[config.mk]
export PLATFORM = sky130hd
export DESIGN_NAME = ccip_mmio_csr_responder_flat
export DESIGN_NICKNAME = d
export VERILOG_FILES = /design/src/rtl/ccip_mmio_csr_responder_if.sv /design/src/rtl/ccip_mmio_csr_responder.sv /design/src/flat_wrapper.sv
export SDC_FILE = /design/constraint.sdc
export NUM_CORES = 1
export LEC_CHECK = 0
export ABC_AREA = 1
export ABC_CLOCK_PERIOD_IN_PS = 4900
export BUFFER_PORTS_ARGS = -buffer_cell sky130_fd_sc_hd__buf_2
export CAP_MARGIN = 25
export CORE_MARGIN = 1.5
export CORE_UTILIZATION = 28
export DETAILED_ROUTE_END_ITERATION = 8
export SKIP_LAST_GASP = 1
export SYNTH_ARGS = -nofsm -noshare
export SYNTH_HDL_FRONTEND = slang
export SYNTH_SLANG_ARGS = --single-unit
[constraint.sdc]
create_clock -name Clk_400 -period 4.9 [get_ports Clk_400]
set_clock_uncertainty 0.15 [all_clocks]
set_input_delay 0.49 -clock Clk_400 [delete_from_list [all_inputs] [get_ports Clk_400]]
set_output_delay 0.49 -clock Clk_400 [all_outputs]
set_load 0.02 [all_outputs]
[src/rtl/ccip_mmio_csr_responder_if.sv]
// CCI-P MMIO request/response bundle between the c0 Rx decoder
// and the AFU CSR responder.
interface ccip_mmio_csr_responder_if;
  logic        rx_mmio_rd_valid;
  logic        rx_mmio_wr_valid;
  logic [15:0] rx_mmio_addr;
  logic [1:0]  rx_mmio_len;
  logic [8:0]  rx_mmio_tid;
  logic [63:0] rx_mmio_data;
  logic        tx_mmio_rsp_valid;
  logic [8:0]  tx_mmio_rsp_tid;
  logic [63:0] tx_mmio_rsp_data;

  modport master (
    output rx_mmio_rd_valid, rx_mmio_wr_valid,
    output rx_mmio_addr, rx_mmio_len,
    output rx_mmio_tid, rx_mmio_data,
    input  tx_mmio_rsp_valid, tx_mmio_rsp_tid,
    input  tx_mmio_rsp_data
  );

  modport slave (
    input  rx_mmio_rd_valid, rx_mmio_wr_valid,
    input  rx_mmio_addr, rx_mmio_len,
    input  rx_mmio_tid, rx_mmio_data,
    output tx_mmio_rsp_valid, tx_mmio_rsp_tid,
    output tx_mmio_rsp_data
  );
endinterface

[src/rtl/ccip_mmio_csr_responder.sv]
// AFU-side MMIO CSR target: DFH/ID/CTRL/CYCLE/ERR/scratch,
// two-stage fixed-latency read path, single-cycle writes.
module ccip_mmio_csr_responder #(
  parameter logic [63:0] DFH_VALUE   = 64'h1000_0000_0000_1000,
  parameter logic [63:0] AFU_ID_L    = 64'h0,
  parameter logic [63:0] AFU_ID_H    = 64'h0,
  parameter int          NUM_SCRATCH = 4,
  parameter logic [63:0] CTRL_RESET  = 64'h0
) (
  input  logic                     Clk_400,
  input  logic                     SoftReset_n,
  ccip_mmio_csr_responder_if.slave mmio,
  output logic [63:0]              ctrl_out,
  output logic [2:0]               err_out
);

  localparam logic [14:0] QCTRL = 15'd4;
  localparam logic [14:0] QCYC  = 15'd5;
  localparam logic [14:0] QERR  = 15'd6;
  localparam logic [14:0] QSCR  = 15'd8;

  logic [63:0] ctrlQ;
  logic [63:0] cycleQ;
  logic [2:0]  errQ;
  logic [63:0] scrQ [NUM_SCRATCH];

  logic        s1Valid;
  logic [15:0] s1Addr;
  logic [1:0]  s1Len;
  logic [8:0]  s1Tid;

  logic [14:0] wq;
  logic [14:0] rq;
  logic        wrOk;
  logic        rdAcc;
  logic [2:0]  wrSet;
  logic [2:0]  rdSet;
  logic [2:0]  errClr;
  logic [63:0] qword;
  logic [63:0] rdData;

  function automatic logic isMapped(input logic [14:0] q);
    return (q < 15'd7) ||
           (q >= QSCR && q < QSCR + 15'(NUM_SCRATCH));
  endfunction

  function automatic logic [63:0] merge(
    input logic [63:0] old,
    input logic [63:0] d,
    input logic        len8,
    input logic        hi
  );
    if (len8) return d;
    return hi ? {d[31:0], old[31:0]}
              : {old[63:32], d[31:0]};
  endfunction

  // Request-cycle decode: write side effects and error events
  always_comb begin
    wq     = mmio.rx_mmio_addr[15:1];
    wrOk   = mmio.rx_mmio_wr_valid && !mmio.rx_mmio_len[1];
    rdAcc  = mmio.rx_mmio_rd_valid && !mmio.rx_mmio_wr_valid;
    wrSet  = '0;
    errClr = '0;
    if (mmio.rx_mmio_wr_valid) begin
      wrSet[2] = mmio.rx_mmio_len[1] | mmio.rx_mmio_rd_valid;
      wrSet[1] = !mmio.rx_mmio_len[1] && !isMapped(wq);
      wrSet[0] = !mmio.rx_mmio_len[1] && mmio.rx_mmio_len[0]
                 && mmio.rx_mmio_addr[0];
    end
    if (wrOk && wq == QERR &&
        (mmio.rx_mmio_len[0] || !mmio.rx_mmio_addr[0]))
      errClr = mmio.rx_mmio_data[2:0];
  end

  // Stage 2: sample the register file for the read in flight
  always_comb begin
    rq = s1Addr[15:1];
    case (rq)
      15'd0:   qword = DFH_VALUE;
      15'd1:   qword = AFU_ID_L;
      15'd2:   qword = AFU_ID_H;
      QCTRL:   qword = ctrlQ;
      QCYC:    qword = cycleQ;
      QERR:    qword = {61'b0, errQ};
      default: qword = '0;
    endcase
    for (int i = 0; i < NUM_SCRATCH; i++)
      if (rq == QSCR + 15'(i)) qword = scrQ[i];
    if (s1Len[1])
      rdData = '0;
    else if (s1Len[0])
      rdData = qword;
    else if (s1Addr[0])
      rdData = {2{qword[63:32]}};
    else
      rdData = {2{qword[31:0]}};
    rdSet = '0;
    if (s1Valid) begin
      rdSet[2] = s1Len[1];
      rdSet[1] = !s1Len[1] && !isMapped(rq);
      rdSet[0] = !s1Len[1] && s1Len[0] && s1Addr[0];
    end
  end

  always_ff @(posedge Clk_400 or negedge SoftReset_n) begin
    if (!SoftReset_n) begin
      ctrlQ                  <= CTRL_RESET;
      cycleQ                 <= '0;
      errQ                   <= '0;
      for (int i = 0; i < NUM_SCRATCH; i++)
        scrQ[i]              <= '0;
      s1Valid                <= 1'b0;
      s1Addr                 <= '0;
      s1Len                  <= '0;
      s1Tid                  <= '0;
      mmio.tx_mmio_rsp_valid <= 1'b0;
      mmio.tx_mmio_rsp_tid   <= '0;
      mmio.tx_mmio_rsp_data  <= '0;
    end else begin
      cycleQ <= cycleQ + 64'd1;
      // new error events win over a same-cycle W1C clear
      errQ   <= (errQ & ~errClr) | wrSet | rdSet;
      if (wrOk && wq == QCTRL)
        ctrlQ <= merge(ctrlQ, mmio.rx_mmio_data,
                       mmio.rx_mmio_len[0],
                       mmio.rx_mmio_addr[0]);
      for (int i = 0; i < NUM_SCRATCH; i++)
        if (wrOk && wq == QSCR + 15'(i))
          scrQ[i] <= merge(scrQ[i], mmio.rx_mmio_data,
                           mmio.rx_mmio_len[0],
                           mmio.rx_mmio_addr[0]);
      s1Valid                <= rdAcc;
      s1Addr                 <= mmio.rx_mmio_addr;
      s1Len                  <= mmio.rx_mmio_len;
      s1Tid                  <= mmio.rx_mmio_tid;
      mmio.tx_mmio_rsp_valid <= s1Valid;
      if (s1Valid) begin
        mmio.tx_mmio_rsp_tid  <= s1Tid;
        mmio.tx_mmio_rsp_data <= rdData;
      end
    end
  end

  assign ctrl_out = ctrlQ;
  assign err_out  = errQ;

endmodule

[src/flat_wrapper.sv]
// flat-port wrapper written by rule: the top's interface ports become plain ports
module ccip_mmio_csr_responder_flat 
#(
  parameter logic [63:0] DFH_VALUE   = 64'h1000_0000_0000_1000,
  parameter logic [63:0] AFU_ID_L    = 64'h0,
  parameter logic [63:0] AFU_ID_H    = 64'h0,
  parameter int          NUM_SCRATCH = 4,
  parameter logic [63:0] CTRL_RESET  = 64'h0
)
  (Clk_400, SoftReset_n, ctrl_out, err_out, mmio_rx_mmio_rd_valid, mmio_rx_mmio_wr_valid, mmio_rx_mmio_addr, mmio_rx_mmio_len, mmio_rx_mmio_tid, mmio_rx_mmio_data, mmio_tx_mmio_rsp_valid, mmio_tx_mmio_rsp_tid, mmio_tx_mmio_rsp_data);
  ccip_mmio_csr_responder_if mmio_i ();
  input  logic Clk_400;
  input  logic SoftReset_n;
  output logic [63:0] ctrl_out;
  output logic [2:0] err_out;
  input wire logic [$bits(mmio_i.rx_mmio_rd_valid)-1:0] mmio_rx_mmio_rd_valid;
  input wire logic [$bits(mmio_i.rx_mmio_wr_valid)-1:0] mmio_rx_mmio_wr_valid;
  input wire logic [$bits(mmio_i.rx_mmio_addr)-1:0] mmio_rx_mmio_addr;
  input wire logic [$bits(mmio_i.rx_mmio_len)-1:0] mmio_rx_mmio_len;
  input wire logic [$bits(mmio_i.rx_mmio_tid)-1:0] mmio_rx_mmio_tid;
  input wire logic [$bits(mmio_i.rx_mmio_data)-1:0] mmio_rx_mmio_data;
  output wire logic [$bits(mmio_i.tx_mmio_rsp_valid)-1:0] mmio_tx_mmio_rsp_valid;
  output wire logic [$bits(mmio_i.tx_mmio_rsp_tid)-1:0] mmio_tx_mmio_rsp_tid;
  output wire logic [$bits(mmio_i.tx_mmio_rsp_data)-1:0] mmio_tx_mmio_rsp_data;
  assign mmio_i.rx_mmio_rd_valid = mmio_rx_mmio_rd_valid;
  assign mmio_i.rx_mmio_wr_valid = mmio_rx_mmio_wr_valid;
  assign mmio_i.rx_mmio_addr = mmio_rx_mmio_addr;
  assign mmio_i.rx_mmio_len = mmio_rx_mmio_len;
  assign mmio_i.rx_mmio_tid = mmio_rx_mmio_tid;
  assign mmio_i.rx_mmio_data = mmio_rx_mmio_data;
  assign mmio_tx_mmio_rsp_valid = mmio_i.tx_mmio_rsp_valid;
  assign mmio_tx_mmio_rsp_tid = mmio_i.tx_mmio_rsp_tid;
  assign mmio_tx_mmio_rsp_data = mmio_i.tx_mmio_rsp_data;
  ccip_mmio_csr_responder #(.DFH_VALUE(DFH_VALUE), .AFU_ID_L(AFU_ID_L), .AFU_ID_H(AFU_ID_H), .NUM_SCRATCH(NUM_SCRATCH), .CTRL_RESET(CTRL_RESET)) u_core (.Clk_400(Clk_400), .SoftReset_n(SoftReset_n), .mmio(mmio_i), .ctrl_out(ctrl_out), .err_out(err_out));
endmodule
==> flow_summary.ini, run 1 <==
[global_route]
grt_pass1_vias = 21200
grt_pass1_wl_um = 145000
antenna_found_initial = 3
grt-ovfl-total = 0
grt_max_degree = 103
grt_usage_pct = 22.7

[synthesis]
syn-instance-count = 3012
async_flop_share_pct = 100
synth_edf_count = 0
synth_seq_cells = 489
syn_area_per_cell_um2 = 7.91
ys_types = 42
ys.flop_type = dfrtp_1
syn_nets = 3108
synth-seq-area-share_pct = 51.3
yosys_warnings = 0
syn_area_um2 = 23800

[worst_setup_path]
path_class = reg -> reg
cp.arrival_ns = 3.76
start_kind = flop
crit_required_ns = 5.32
r2r_start = u_core.s1Addr[1]
end_kind = flop
reg2reg_slack_ns = 1.56
r2r-end = u_core.mmio.tx_mmio_rsp_data[18]
rr_worst_depth = 16
worst-path-max-fanout = 23

[clock_tree]
cts_hold_buffers = 30
worstSkewPairLatency_ns = 0.63
path_clk_slew_ns = 0.06
clockBufferDepth = 3
numCtsBuffers = 53
cts-root-buf = clkbuf_16
post_cts.repair.setup_buffers = 0
cts_max_level = 2
cts_resized = 0
cts_sinks = 489
cts_tree = built

[power_and_ir_drop]
pwr-share-clk_pct = 46.9
seq_power_share_pct = 46.6
total_power_mw = 8.90
power_leakage_nw = 13.5
ir_worst_vdd_v = 0.000272
pwr-share-comb_pct = 6.5
power.density_nw_per_um2 = 315
netSwitchingPower_mw = 2.24
p_int_mw = 6.66
switching_share_pct = 25.2

[cells_and_area]
area_delta_synth_final_pct = 18.6
n_antenna_cell = 0
fin_nets = 3309
layout-drive-gt1-share_pct = 13.7
fin_util_pct = 33.7

[floorplanning]
start_util_pct = 28.4
die_y_um = 295
coreArea_um2 = 84000
fp-row-count = 106
ios = 236
die_area_um2 = 86900
die_x_um = 295

[timing]
hold_violations = 0
rsz0062_at_grt = false
tns_ns = 0
setup_viol = 0
final_max_slew_viol_count = 0
period_minus_slack_ns = 3.34
worst_pin_slew_ns = 1.30
fmaxAchievable_mhz = 300
period_share_pct = 68.1
max_slew_margin_pct = 13.2

[hold_path]
holdCritPathClass = in -> reg
min_path_cells = 3
hold_end = u_core.scrQ[13]
hold_path.startpoint = mmio_rx_mmio_data[13]

[detailed_routing]
drt-initial-drc-count = 2625
wire_per_inst_um = 22.6
vias = 22100
ant_nets = 0
route.detailed.drc = 0
viasPerCell = 5.04
firstDrtPassIters = 6
wl_um = 99100

[placed_design]
gp_congestion = 0.942
port_buffers = 235
place_hpwl_um = 72000

[run]
drv_cap = 0

[status]
outcome = finished, final reports clean
sequential cells by signal, indices dropped and copies added, names as in the netlist, 3 cells and up:
name / count
u_core.ctrl_out: 64
u_core.mmio.tx_mmio_rsp_data: 64
u_core.mmio.tx_mmio_rsp_tid: 9
u_core.s1Addr: 16
u_core.s1Tid: 9
u_core.cycleQ: 64
u_core.scrQ: 256
u_core.err_out: 3
worst max-delay path, stage by stage (launching register included):
cell	delay, ns
dfrtp_1	0.64
inv_2	0.08
nor2_2	0.14
nand2_1	0.11
nor2_4	0.43
nand2_4	0.24
inv_2	0.42
nand2_1	0.18
nand2_1	0.18
nand2_1	0.08
nand2_1	0.08
nand2_1	0.06
nand3_1	0.10
nand3_1	0.08
nand3_1	0.12
nand2_1	0.10
nand2_1	0.07
cell type report:
| cell class | instances | area [um^2] |
|---|---|---|
| Sequential cell | 489 | 12200 |
| Multi-Input combinational cell | 2145 | 10100 |
| Clock buffer | 75 | 1520 |
| Tap cell | 1134 | 1420 |
| Timing Repair Buffer | 311 | 1880 |
| Fill cell | 8888 | 55700 |
| Inverter | 213 | 805 |
| Clock inverter | 21 | 269 |
routing by layer:
metal	up-vias	GRT usage, %	routed length (um)
met5	-	0	40
li1	10200	-	-
met4	6	10.9	5130
met2	974	36.3	45500
met1	10700	28.8	39900
met3	206	5.43	8550
synthesized netlist by cell type (10+ instances only):
cell	count	area, um^2
o21bai_1	18	135
o21ai_1	44	220
a21oi_1	37	185
a22oi_1	32	240
nor4_1	16	100
xnor2_1	10	87.6
nor3_1	28	140
or2_2	20	125
nor2_2	10	62.6
nand4_1	61	382
nand3_1	248	1240
clkbuf_1	106	398
inv_1	197	739
or2_1	46	288
dfrtp_1	489	12200
buf_2	42	210
xor2_1	49	429
nand2_1	999	3750
inv_2	13	48.8
o21ai_0	380	1900
nor2_1	108	405
kinds of logic (layout without fill, tap and decap cells):
kind of cell / count (synthesis) / after routing / share of synthesized area (%)
flip-flops: 489 / 489 / 51.3
AND/OR/NAND/NOR: 1563 / 1563 / 28.4
adder cells (fa/ha/maj): 1 / 1 / 0.0525
AO/OA/AOI/OAI: 520 / 520 / 11.6
multiplexers: 2 / 2 / 0.0945
XOR/XNOR: 59 / 59 / 2.17
buffers and inverters: 378 / 620 / 6.37
cell usage in the layout, fill, tap and decap left out, types with 11 or more instances in the layout:
cell type	synthesis	layout
a21oi_1	37	37
a22oi_1	32	32
buf_2	42	234
buf_4	4	42
clkbuf_1	106	11
clkbuf_16	0	53
clkbuf_8	0	11
clkinv_2	0	13
dfrtp_1	489	487
dlygate4sd3_1	0	30
inv_1	197	195
inv_2	13	14
nand2_1	999	998
nand3_1	248	243
nand4_1	61	61
nor2_1	108	106
nor2_2	10	11
nor3_1	28	28
nor4_1	16	16
o21ai_0	380	380
o21ai_1	44	44
o21bai_1	18	18
or2_1	46	46
or2_2	20	20
xor2_1	49	49
through the flow:
step           setup slack [ns]  cells  hold WS (ns)  cell area [um^2]
5_1_grt                    1.30   4388        0.0825             28300
4_1_cts                    1.64   4388        0.0425             28300
6_report                   1.56   4388        0.0776             28300
3_3_place_gp               1.65   4262         0.279             26200
2_1_floorplan              2.85   3012        0.0444             23800
3_5_place_dp               1.64   4262         0.285             26200
power groups by stage:
stage / clock [mW] / combinational (mW) / sequential [mW]
3_3_place_gp: 0 / 0.561 / 4.23
3_5_place_dp: 0 / 0.564 / 4.22
6_report: 4.17 / 0.581 / 4.15
4_1_cts: 4.22 / 0.583 / 4.15
2_1_floorplan: 0 / 0.165 / 4.26
5_1_grt: 4.39 / 0.627 / 4.15
worst max-delay path by stage:
| stage | from | end | slack, ns | cells past startpoint |
|---|---|---|---|---|
| finish | u_core.s1Addr[1] | u_core.mmio.tx_mmio_rsp_data[18] | 1.56 | 16 |
| global route | u_core.s1Addr[1] | u_core.mmio.tx_mmio_rsp_data[18] | 1.30 | 16 |
| global placement | u_core.s1Addr[8] | u_core.mmio.tx_mmio_rsp_data[0] | 1.65 | 14 |
| detailed placement | u_core.s1Addr[1] | u_core.mmio.tx_mmio_rsp_data[18] | 1.64 | 16 |
| floorplan | u_core.cycleQ[0] | u_core.cycleQ[62] | 2.85 | 12 |
| CTS | u_core.s1Addr[1] | u_core.mmio.tx_mmio_rsp_data[18] | 1.64 | 16 |
Note: power is estimated with default switching activity, not from simulation.
==> run 2: changes to the inputs <==
- ABC_AREA: 1 -> 0
- ABC_CLOCK_PERIOD_IN_PS: 4900 -> 3200
- clock period: 4.9 -> 3.2 ns (I/O delays scaled with it)
==> run 2 against run 1 <==
Clock power increased by 46%. Critical path depth down 8. Final cell count decreased by 28%. Via count shrank 25%. Largest power group is now registers. Die area down 5.3%. Sequential share of layout area grew 0.68 points. Highest routed layer is now met4. Critical path type is now in -> reg. Critical endpoint is now u_core.err_out[2]. Synthesized cell count down 41%.
==> flow_summary.ini, run 2 <==
[clock_tree]
cts_max_level = 2
worstSkewPairLatency_ns = 0.59
cts_tree = built
path_clk_slew_ns = 0.07
clockBufferDepth = 3
cts-root-buf = clkbuf_16
cts_sinks = 489
post_cts.repair.setup_buffers = 0
numCtsBuffers = 48

[synthesis]
syn_nets = 1875
synthAdderAreaFrac_pct = 0.0555
synth_seq_cells = 489
ys.flop_type = dfrtp_1
synth_top_family_by_area = multiplexers
yosys.area_share.simple_pct = 6.81
syn_area_um2 = 22600
synth_edf_count = 0
async_flop_share_pct = 100
synth-seq-area-share_pct = 54.3
synth_common_cells = 489 x dfrtp_1, 332 x mux2_2, 169 x mux2i_1
yosysTopAreaCell = dfrtp_1
netlist.area_leader.share_pct = 54.3
synth_mux_area_share_pct = 24.1
synth_compound_area_share_pct = 9.83
yosysMostFrequentCell = dfrtp_1
synth_area_leaders = dfrtp_1 54%, mux2_2 17%, mux2i_1 7.5%
synthXorXnorAreaFrac_pct = 2.41
syn_area_per_cell_um2 = 12.7
syn-instance-count = 1779
ys_types = 61
yosys_warnings = 0

[cells_and_area]
regArea_um2 = 12200
fin_cells = 3163
largest_register_ffs = 256
fillCellCount = 7803
fin_util_pct = 35.1
layout-drive-gt1-share_pct = 35.2
fin_nets = 2172
mostFrequentLayoutCells = 488 x dfrtp_1, 332 x mux2_2, 234 x buf_2
multi_input_area_um2 = 9850
final_common_cell = dfrtp_1
area_delta_synth_final_pct = 23.4
postLayoutCellArea_um2 = 27800
regMostFlops = u_core.scrQ

[timing]
tns_ns = 0
setup_viol = 0
fmaxAchievable_mhz = 337
max_slew_margin_pct = 44.2
period_share_pct = 92.7
hold_violations = 0
worst_pin_slew_ns = 0.830
final_max_slew_viol_count = 0
period_minus_slack_ns = 2.97
rsz0062_at_grt = false

[detailed_routing]
firstDrtPassIters = 8
viasPerCell = 5.25
ant_nets = 0
wire_per_inst_um = 24.2
wl_um = 76700
vias = 16600
route.detailed.drc = 0
drt-initial-drc-count = 1296

[placed_design]
dpl.cell_count = 3012
place_area_um2 = 25500
port_buffers = 235
place_hpwl_um = 53200
gp_congestion = 0.839

[power_and_ir_drop]
ir_worst_vdd_v = 0.000367
power.density_nw_per_um2 = 470
total_power_mw = 13.1
power_leakage_nw = 13.3

[global_route]
grt_max_degree = 74
grt_pass1_wl_um = 115000
antenna_found_initial = 1
grt_usage_pct = 18.6
grt_pass1_vias = 17700
grt-ovfl-total = 0

[floorplanning]
die_area_um2 = 82300
coreArea_um2 = 79400
fp-row-count = 103
start_util_pct = 28.4
die_y_um = 287
ios = 236
die_x_um = 287

[worst_setup_path]
cp.arrival_ns = 3.29
start_kind = primary input
path_class = in -> reg
end_kind = flop
worst-path-max-fanout = 5
crit_required_ns = 3.53

[run]
drv_cap = 0

[status]
outcome = finished, final reports clean

[hold_path]
holdCritPathClass = in -> reg
[run 2: final cells by class]
class	count	share of cell area, %
Multi-Input combinational cell	1151	35.4
Sequential cell	489	44.0
Timing Repair Buffer	369	9.62
Antenna cell	1	0.00899
Clock inverter	18	1.10
Tap cell	1050	4.72
Clock buffer	68	4.95
Inverter	17	0.229
[run 2: timing repair]
item | 4_1_cts | 5_1_grt
resized for setup | 0 | 0
endpoints found under the hold margin | 253 | 0
hold buffers | 63 | 0
[run 2: final timing paths]
check,startpoint,endpoint,slack [ns],depth (start not counted)
min reg2reg,u_core.s1Tid[7],u_core.mmio.tx_mmio_rsp_tid[7],0.33,1
min,mmio_rx_mmio_data[52],u_core.scrQ[244],0.09,3
max reg2reg,u_core.s1Addr[10],u_core.mmio.tx_mmio_rsp_data[44],0.36,6
max,mmio_rx_mmio_addr[8],u_core.err_out[2],0.23,8
min in group asynchronous,SoftReset_n,u_core.scrQ[32],0.16,2
max in group asynchronous,SoftReset_n,u_core.s1Addr[1],1.70,3
[run 2: critical path, stage by stage]
cell	delay, ns
dlygate4sd3_1	0.54
buf_2	0.13
nor4_1	0.28
and3_1	0.31
nor4b_1	0.69
nand2_1	0.11
a221o_1	0.35
dlygate4sd3_1	0.56
[run 2: where the power goes]
part / switching, mW / internal, mW / leakage [nW]
registers: 0.0317 / 6.22 / 6.72
clock network: 2.44 / 3.64 / 0.820
logic: 0.484 / 0.256 / 5.76
total: 2.96 / 10.1 / 13.3
[run 2: routing by layer]
| metal | GRT usage [%] | wire length, um |
|---|---|---|
| met1 | 23.3 | 31300 |
| met2 | 30.4 | 36300 |
| met3 | 5.67 | 6640 |
| met4 | 6.55 | 2440 |
| met5 | 0 | 0 |
[run 2: per-stage QoR]
stage          hold slack, ns  setup slack [ns]
6_report               0.0892             0.233
5_1_grt                0.0843             0.155
4_1_cts                0.0530             0.358
3_5_place_dp            0.211             0.397
3_3_place_gp            0.205             0.172
2_1_floorplan          -0.126             0.698
[run 2: cell families (layout without fill, tap and decap cells)]
logic type	Yosys count	in the layout
mux	501	501
fa+ha+maj	1	1
other cells	0	1
xor+xnor	62	62
compound gates	290	290
buf+inv	139	472
simple gates	297	297
flops	489	489
